`config.mk`:
```
export PLATFORM = sky130hd
export DESIGN_NAME = count_monitor
export DESIGN_NICKNAME = d
export VERILOG_FILES = /design/src/rtl/count_monitor.sv
export SDC_FILE = /design/constraint.sdc
export NUM_CORES = 1
export LEC_CHECK = 0
export BUFFER_PORTS_ARGS = -buffer_cell sky130_fd_sc_hd__buf_2
export CORE_ASPECT_RATIO = 0.8
export CORE_MARGIN = 4
export CORE_UTILIZATION = 40
export CTS_BUF_LIST = sky130_fd_sc_hd__clkbuf_4 sky130_fd_sc_hd__clkbuf_8 sky130_fd_sc_hd__clkbuf_16
export CTS_CLUSTER_DIAMETER = 40
export DETAILED_ROUTE_END_ITERATION = 12
export GPL_TIMING_DRIVEN = 1
export SLEW_MARGIN = 20
export SYNTH_ARGS = -nofsm -noshare
export SYNTH_HDL_FRONTEND = slang
export SYNTH_SLANG_ARGS = --single-unit
export TNS_END_PERCENT = 100
```
`constraint.sdc`:
```
create_clock -name clk -period 5.4 [get_ports clk]
set_clock_uncertainty 0.05 [all_clocks]
set_input_delay 0.27 -clock clk [delete_from_list [all_inputs] [get_ports clk]]
set_output_delay 0.27 -clock clk [all_outputs]
set_load 0.005 [all_outputs]
```
`src/rtl/count_monitor.sv`:
```
// Sequence monitor for a free-running up-counter: tracks lock, errors, restarts and run length.
// Optional macro COUNT_MON_MAXRUN_EN enables the max_run register; otherwise max_run is tied to 0.
module count_monitor #(
   parameter int WIDTH    = 16,
   parameter int LOCK_CNT = 4,
   parameter int ERR_W    = 8,
   parameter int RUN_W    = 16
) (
   input  logic             clk,
   input  logic             rst,
   input  logic             en,
   input  logic [WIDTH-1:0] count,
   output logic             locked,
   output logic             err,
   output logic             restart,
   output logic [ERR_W-1:0] err_cnt,
   output logic [RUN_W-1:0] run_len,
   output logic [RUN_W-1:0] max_run
);

   typedef enum logic [1:0] {IDLE, ACQUIRE, LOCKED} state_t;

   localparam logic [3:0] LOCK_V = 4'(LOCK_CNT);

   state_t           state, state_nxt;
   logic [WIDTH-1:0] prev;
   logic [WIDTH-1:0] inc;
   logic [3:0]       match, match_nxt;
   logic             err_nxt, restart_nxt;
   logic [ERR_W-1:0] err_cnt_nxt;
   logic [RUN_W-1:0] run_len_nxt;
   logic             good, rst_edge, rst_hold;

   function automatic logic [ERR_W-1:0] sat_err(input logic [ERR_W-1:0] v);
      return (&v) ? v : v + ERR_W'(1);
   endfunction

   function automatic logic [RUN_W-1:0] sat_run(input logic [RUN_W-1:0] v);
      return (&v) ? v : v + RUN_W'(1);
   endfunction

   // The all-ones -> 0 wrap counts as good, so it is excluded from rst_edge.
   assign inc      = prev + WIDTH'(1);
   assign good     = (count == inc);
   assign rst_edge = (count == '0) && (prev != '0) && !good;
   assign rst_hold = (count == '0) && (prev == '0);

   always_comb begin
      state_nxt   = state;
      match_nxt   = match;
      err_nxt     = 1'b0;
      restart_nxt = 1'b0;
      err_cnt_nxt = err_cnt;
      run_len_nxt = run_len;
      if (en) begin
         case (state)
            IDLE: begin
               state_nxt = ACQUIRE;
               match_nxt = '0;
            end
            ACQUIRE: begin
               if (good) begin
                  match_nxt = match + 4'd1;
                  if (match + 4'd1 == LOCK_V) begin
                     state_nxt   = LOCKED;
                     run_len_nxt = '0;
                  end
               end else begin
                  match_nxt = '0;
               end
            end
            LOCKED: begin
               if (good) begin
                  run_len_nxt = sat_run(run_len);
               end else if (rst_edge) begin
                  restart_nxt = 1'b1;
                  run_len_nxt = '0;
               end else if (!rst_hold) begin
                  err_nxt     = 1'b1;
                  err_cnt_nxt = sat_err(err_cnt);
                  run_len_nxt = '0;
                  match_nxt   = '0;
                  state_nxt   = ACQUIRE;
               end
            end
            default: state_nxt = IDLE;
         endcase
      end
   end

   always_ff @(posedge clk) begin
      if (rst) begin
         state   <= IDLE;
         prev    <= '0;
         match   <= '0;
         err     <= 1'b0;
         restart <= 1'b0;
         err_cnt <= '0;
         run_len <= '0;
      end else begin
         state   <= state_nxt;
         match   <= match_nxt;
         err     <= err_nxt;
         restart <= restart_nxt;
         err_cnt <= err_cnt_nxt;
         run_len <= run_len_nxt;
         if (en) prev <= count;
      end
   end

   assign locked = (state == LOCKED);

`ifdef COUNT_MON_MAXRUN_EN
   logic [RUN_W-1:0] max_run_q;

   // Captures the run length that is about to be discarded by a restart or error.
   always_ff @(posedge clk) begin
      if (rst) begin
         max_run_q <= '0;
      end else if ((err_nxt || restart_nxt) && (run_len > max_run_q)) begin
         max_run_q <= run_len;
      end
   end

   assign max_run = max_run_q;
`else
   assign max_run = '0;
`endif

endmodule

```
==> results of run 1 <==
cell type report:
| cell class | count | area, um2 | share of cell area |
|---|---|---|---|
| sequential | 48 | 961 | 0.274 |
| clock buffer | 6 | 82.6 | 0.0236 |
| timing repair buffer | 45 | 225 | 0.0643 |
| clock inverter | 2 | 38.8 | 0.0111 |
| multi-input combinational | 309 | 2020 | 0.575 |
| inverter | 13 | 48.8 | 0.0139 |
| tap | 105 | 131 | 0.0375 |
state kept, by name, indices dropped and copies added, names as in the netlist:
signal   flops
run_len     16
restart      1
state        2
prev        16
err          1
match        4
err_cnt      8
logic make-up (layout without fill, tap and decap cells):
group | Yosys count | count (layout) | share of synthesized area
buf+inv | 44 | 66 | 0.0782
other cells | 1 | 16 | 0.00118
simple gates | 168 | 168 | 0.286
mux | 26 | 26 | 0.0837
fa+ha+maj | 9 | 9 | 0.0355
flops | 48 | 48 | 0.303
compound gates | 60 | 60 | 0.129
xor+xnor | 30 | 30 | 0.0829
power by group through the flow:
stage	sequential (mW)	clock, mW	combinational (mW)
2_1_floorplan	0.380	0	0.0880
3_3_place_gp	0.385	0	0.101
3_5_place_dp	0.385	0	0.103
4_1_cts	0.377	0.290	0.103
5_1_grt	0.380	0.304	0.116
6_report	0.378	0.282	0.103
final timing paths:
check | start | depth (start not counted) | to
setup / recovery | prev[4]$_SDFFE_PP0P_ | 9 | run_len[13]$_SDFFE_PP0P_
hold reg to reg | run_len[6]$_SDFFE_PP0P_ | 1 | run_len[6]$_SDFFE_PP0P_
hold / removal | count[5] | 3 | prev[5]$_SDFFE_PP0P_
setup reg to reg | prev[4]$_SDFFE_PP0P_ | 9 | run_len[13]$_SDFFE_PP0P_
worst max-delay path, cell delays in order (launching register included):
cell and delay [ps]:
sky130_fd_sc_hd__dfxtp_1 500, sky130_fd_sc_hd__nand3_2 270, sky130_fd_sc_hd__a2111oi_0 540, sky130_fd_sc_hd__o21ai_0 230
sky130_fd_sc_hd__a21oi_1 150, sky130_fd_sc_hd__or4b_1 630, sky130_fd_sc_hd__nor2_8 290, sky130_fd_sc_hd__mux2i_2 570
sky130_fd_sc_hd__o21ai_2 250, sky130_fd_sc_hd__a21oi_1 160
per-layer routing:
| layer | up-vias | GRT usage | routed length, um |
|---|---|---|---|
| met1 | 1319 | 0.253 | 3860 |
| met3 | 9 | 0.0346 | 436 |
| li1 | 1434 | - | - |
| met4 | 0 | 0.0505 | 102 |
| met2 | 74 | 0.268 | 3440 |
| met5 | - | 0 | 0 |
cells in the final DEF, fill, tap and decap left out, types with 9 or more instances in the layout:
master and instances:
sky130_fd_sc_hd__nor2_1 37, sky130_fd_sc_hd__buf_2 45, sky130_fd_sc_hd__conb_1 16, sky130_fd_sc_hd__nand3_1 18, sky130_fd_sc_hd__dfxtp_1 48, sky130_fd_sc_hd__nor3_1 17, sky130_fd_sc_hd__or3_1 9, sky130_fd_sc_hd__mux2i_1 24
sky130_fd_sc_hd__nand2_1 26, sky130_fd_sc_hd__and3_1 16, sky130_fd_sc_hd__xnor2_1 23, sky130_fd_sc_hd__nor4_1 13, sky130_fd_sc_hd__o21ai_0 13, sky130_fd_sc_hd__a21oi_1 17, sky130_fd_sc_hd__inv_1 13, sky130_fd_sc_hd__ha_1 9
==> flow_summary_export.csv, run 1 <==
group,metric,value,unit
run_status,run_status,"complete, no violations",
drt,avg_vias_per_cell,5.37,
logic_synthesis,synth-edff-count,0,
sta,layout_min_cycle_time,3720,ps
sta,hold_viol,0,
sta,finalSetupViolCount,0,
setup_path,timing.critical_path.from_type,"register",
sta,grt_setup_unrepaired,"false",
sta,min_period_over_period,0.689,
grt,grt_start_max_net_pins,38,
layout,design_area,3500,um2
layout,syn_to_final_growth,10.6,%
drt,drt-total-wl,7840,um
logic_synthesis,netlist_area,3170,um2
floorplanning,die_area,9420,um2
sta,max_freq,269,MHz
logic_synthesis,synthDistinctLibCells,60,
power,finalPower,0.763,mW
logic_synthesis,synth_largest_type_area_fraction,0.303,
layout,instances_no_fill,528,
place,detailedPlace.worstSlack,1770,ps
power,comb_power_share,0.136,
power,share_of_power_burned_in_the_clock_network,0.369,
logic_synthesis,seq_area_frac_synth,0.303,
drt,dr.first_iter.drc_count,186,
floorplanning,starting_density_of_the_core,0.419,
place,placed_area,3380,um2
setup_path,worst-setup-path-type,"register to register",
place,post-dp-hpwl,5850,um
grt,globalRouteOverflowTotal,0,
sta,setup_ws,1680,ps
cts,post-cts-setup-buffers,0,
layout,layout-drive-gt1-share,0.158,
sta,setup-tns-final,0,ps
cts,cts_resized,0,
cts,cts_num_sinks,48,
cts,h-tree-depth,2,
grt,gr-usage-all-layers,0.176,
floorplanning,core_area,7570,um2
drt,wl_per_cell,14.9,um
cts,cts_tree,"yes",
power,switchingPower,0.208,mW
setup_path,worst_setup_path_end_kind,"register",
drt,drt_pass1_iterations,4,
setup_path,critPathArrivalTime,3920,ps
logic_synthesis,asyncSetResetFlopFracSynth,0,
logic_synthesis,yosysWarningCount,0,
grt,grt_antenna_before_repair,0,
setup_path,required_time_reported_for_the_critical_path_endpoint,5600,ps
sta,hold_slack,190,ps
power,intPower,0.555,mW
drt,routed-via-count,2836,
cts,cts-root-buf,"sky130_fd_sc_hd__clkbuf_8",
floorplanning,die_width,108,um
hold_path,min_path_type,"primary input to register",
layout,num_antenna_cells,0,
sta,max_slew_violations,0,
power,power.share.sequential,0.495,
place,count_of_input_and_output_buffers,45,
cts,clk_latency,310,ps
logic_synthesis,yosys-top-cells-area,"sky130_fd_sc_hd__dfxtp_1, sky130_fd_sc_hd__mux2i_1, sky130_fd_sc_hd__xnor2_1",
layout,fin_nets,450,
floorplanning,design.portCount,62,
grt,number_of_global_route_vias_before_repair,2762,
logic_synthesis,syn-instance-count,386,
sta,worst_slew_pin_slew,697,ps
logic_synthesis,post-synth-top-area-cell,"sky130_fd_sc_hd__dfxtp_1",
layout,layout.filler_cells,765,
power,power_switching_share,0.272,
logic_synthesis,synth.cells.most_frequent,"sky130_fd_sc_hd__dfxtp_1, sky130_fd_sc_hd__nor2_1, sky130_fd_sc_hd__nand2_1",
floorplanning,row_count,28,
place,gp_congestion,0.890,
cts,clkSlewWorstSetupHoldPaths,90,ps
job,max-cap-violations,0,
drt,drtAntennaViolNets,0,
cts,cts-hold-fix-buffers,0,
place,numPlacedInstances,520,
power,leakagePower,1.41,nW
grt,grt_first_pass_wirelength,13500,um
setup_path,rrSetupSlack,1680,ps
power,powerDensity,218,nW/um2
logic_synthesis,synthFlopType,"sky130_fd_sc_hd__dfxtp_1",
sta,slew_headroom,0.535,
drt,remaining_drc_errors,0,
setup_path,largest_fanout_on_the_critical_path,16,
floorplanning,die_h,87.6,um
power,irDropWorstVdd,144,uV
logic_synthesis,synth.ff_latch_count,48,
cts,cts_buffer_depth,2,
logic_synthesis,synthMostInstantiatedCell,"sky130_fd_sc_hd__dfxtp_1",
cts,cts_buffer_count,5,
layout,postLayoutCoreUtil,0.463,
logic_synthesis,syn-mean-instance-area,8.21,um2
Note: power is estimated with default switching activity, not from simulation.
==> run 2: changes to the inputs <==
clock period = 3.1 ns   (was 5.4 ns; I/O delays follow)
==> run 2 against run 1 <==
Final area increased by 13%. Clock power increased by 66%. Cell count increased by 6.3%. Setup slack got worse by 1700 ps. Die area unchanged. First-iteration DRC count decreased by 31%. Via count increased by 6.1%. Largest power group unchanged. Combinational power increased by 130%. Flip-flop and latch count unchanged. Power increased by 78%.
==> flow_summary_export.csv, run 2 (synthesis gave the netlist of run 1 again) <==
group,metric,value,unit
layout,commonest_cells_after_routing_fill_and_taps_aside,"sky130_fd_sc_hd__buf_2, sky130_fd_sc_hd__dfxtp_1, sky130_fd_sc_hd__nor2_1, sky130_fd_sc_hd__buf_4, sky130_fd_sc_hd__nand2_1",
grt,grtUsageMet3,0.0324,
layout,layout-drive-gt1-share,0.279,
layout,fin_nets,483,
grt,grt_start_max_net_pins,38,
cts,clkSlewWorstSetupHoldPaths,90,ps
floorplanning,core_area,7570,um2
grt,globalRouteMet1Util,0.268,
floorplanning,design.portCount,62,
setup_path,critPathArrivalTime,3220,ps
sta,max_freq,326,MHz
place,gp_congestion,0.843,
grt,globalRouteMet2Util,0.269,
setup_path,worst_setup_path_end_kind,"register",
floorplanning,starting_density_of_the_core,0.419,
sta,hold_slack,83.0,ps
grt,number_of_global_route_vias_before_repair,2821,
cts,cts_num_sinks,48,
job,max-cap-violations,0,
cts,cts_buffer_depth,2,
sta,layout_min_cycle_time,3070,ps
drt,avg_vias_per_cell,5.36,
grt,globalRoute.busiestLayer,"met2",
drt,remaining_drc_errors,0,
sta,grt_setup_unrepaired,"true",
drt,wl_per_cell,15.1,um
grt,globalRouteOverflowTotal,0,
run_status,run_status,"complete, no violations",
power,powerDensity,343,nW/um2
power,leakagePower,1.63,nW
sta,max_slew_violations,0,
cts,cts_tree,"yes",
place,detailedPlace.worstSlack,-38.6,ps
cts,cts_buffer_count,5,
grt,grt_antenna_before_repair,0,
cts,clk_latency,300,ps
floorplanning,die_width,108,um
cts,cts-root-buf,"sky130_fd_sc_hd__clkbuf_8",
layout,syn_to_final_growth,25.0,%
drt,drtAntennaViolNets,0,
sta,slew_headroom,0.529,
place,post-dp-hpwl,6180,um
layout,largestRegisters,"prev (16), run_len (16), err_cnt (8)",
power,irDropWorstVdd,183,uV
drt,routed-via-count,3009,
floorplanning,die_area,9420,um2
drt,dr.first_iter.drc_count,128,
sta,finalSetupViolCount,0,
hold_path,min_path_type,"primary input to register",
setup_path,required_time_reported_for_the_critical_path_endpoint,3240,ps
place,numPlacedInstances,543,
cts,cts-hold-fix-buffers,0,
layout,layout.filler_cells,752,
layout,num_antenna_cells,0,
floorplanning,die_h,87.6,um
grt,grt_first_pass_wirelength,13700,um
floorplanning,row_count,28,
cts,h-tree-depth,2,
drt,drt-total-wl,8490,um
setup_path,largest_fanout_on_the_critical_path,6,
sta,setup_ws,29.7,ps
sta,min_period_over_period,0.990,
sta,hold_viol,0,
grt,gr-usage-all-layers,0.180,
layout,layout.cells.most_common,"sky130_fd_sc_hd__buf_2",
power,finalPower,1.36,mW
sta,setup-tns-final,0,ps
setup_path,timing.critical_path.from_type,"register",
drt,drt_pass1_iterations,4,
setup_path,worst-setup-path-type,"register to register",
sta,worst_slew_pin_slew,706,ps
layout,instances_no_fill,561,
place,count_of_input_and_output_buffers,45,
run 2: cell count changes in the layout (fill, tap and decap cells not counted), sizes merged:
cell  before  now
buf       45   78
run 2: repair_timing:
action,CTS,global route
buffers inserted,4,7
pin swaps,0,14
gates resized for setup,6,45
setup endpoints to repair,9,26
endpoints found under the hold margin,0,0
run 2: power by group:
group | internal [mW] | switching (mW) | leakage, nW | total [mW]
combinational | 0.100 | 0.133 | 1.18 | 0.233
clock | 0.249 | 0.219 | 0.0586 | 0.467
sequential | 0.633 | 0.0238 | 0.393 | 0.657
run 2: final timing paths:
| path | startpoint | end | slack (ps) | depth (start not counted) |
|---|---|---|---|---|
| worst min-delay path | count[15] | prev[15]$_SDFFE_PP0P_ | 80 | 3 |
| worst min register to register | run_len[6]$_SDFFE_PP0P_ | run_len[6]$_SDFFE_PP0P_ | 470 | 1 |
| worst max register to register | prev[1]$_SDFFE_PP0P_ | run_len[11]$_SDFFE_PP0P_ | 30 | 11 |
| worst max-delay path | prev[1]$_SDFFE_PP0P_ | run_len[11]$_SDFFE_PP0P_ | 30 | 11 |
run 2: metrics by stage:
step	instance area, um2	utilization
floorplan	3220	-
global placement	3550	0.470
detailed placement	3550	0.470
CTS	3720	0.492
global route	3960	0.523
finish	3960	0.523
run 2: final cells by class:
class | instances | area, um2 | share of cell area
well taps | 105 | 131 | 0.0332
repair buffers | 78 | 492 | 0.124
clock inverters | 2 | 35.0 | 0.00885
inverters | 13 | 48.8 | 0.0123
flip-flops and latches | 48 | 976 | 0.247
clock buffers | 6 | 76.3 | 0.0193
multi-input cells | 309 | 2200 | 0.556
run 2: routing by layer:
metal	wire length, um	share of wire
met4	141	0.017
met3	462	0.054
met5	0	0
met2	3780	0.44
met1	4110	0.48
run 2: worst max-delay path, stage by stage (launching register included):
cell and delay, ps:
sky130_fd_sc_hd__dfxtp_4 380, sky130_fd_sc_hd__buf_4 130, sky130_fd_sc_hd__and4_4 230, sky130_fd_sc_hd__a21boi_1 100
sky130_fd_sc_hd__or3_1 380, sky130_fd_sc_hd__a21oi_1 160, sky130_fd_sc_hd__or4b_4 490, sky130_fd_sc_hd__buf_8 160
sky130_fd_sc_hd__or4_4 540, sky130_fd_sc_hd__o2111ai_4 120, sky130_fd_sc_hd__or3_4 180, sky130_fd_sc_hd__a21oi_2 40
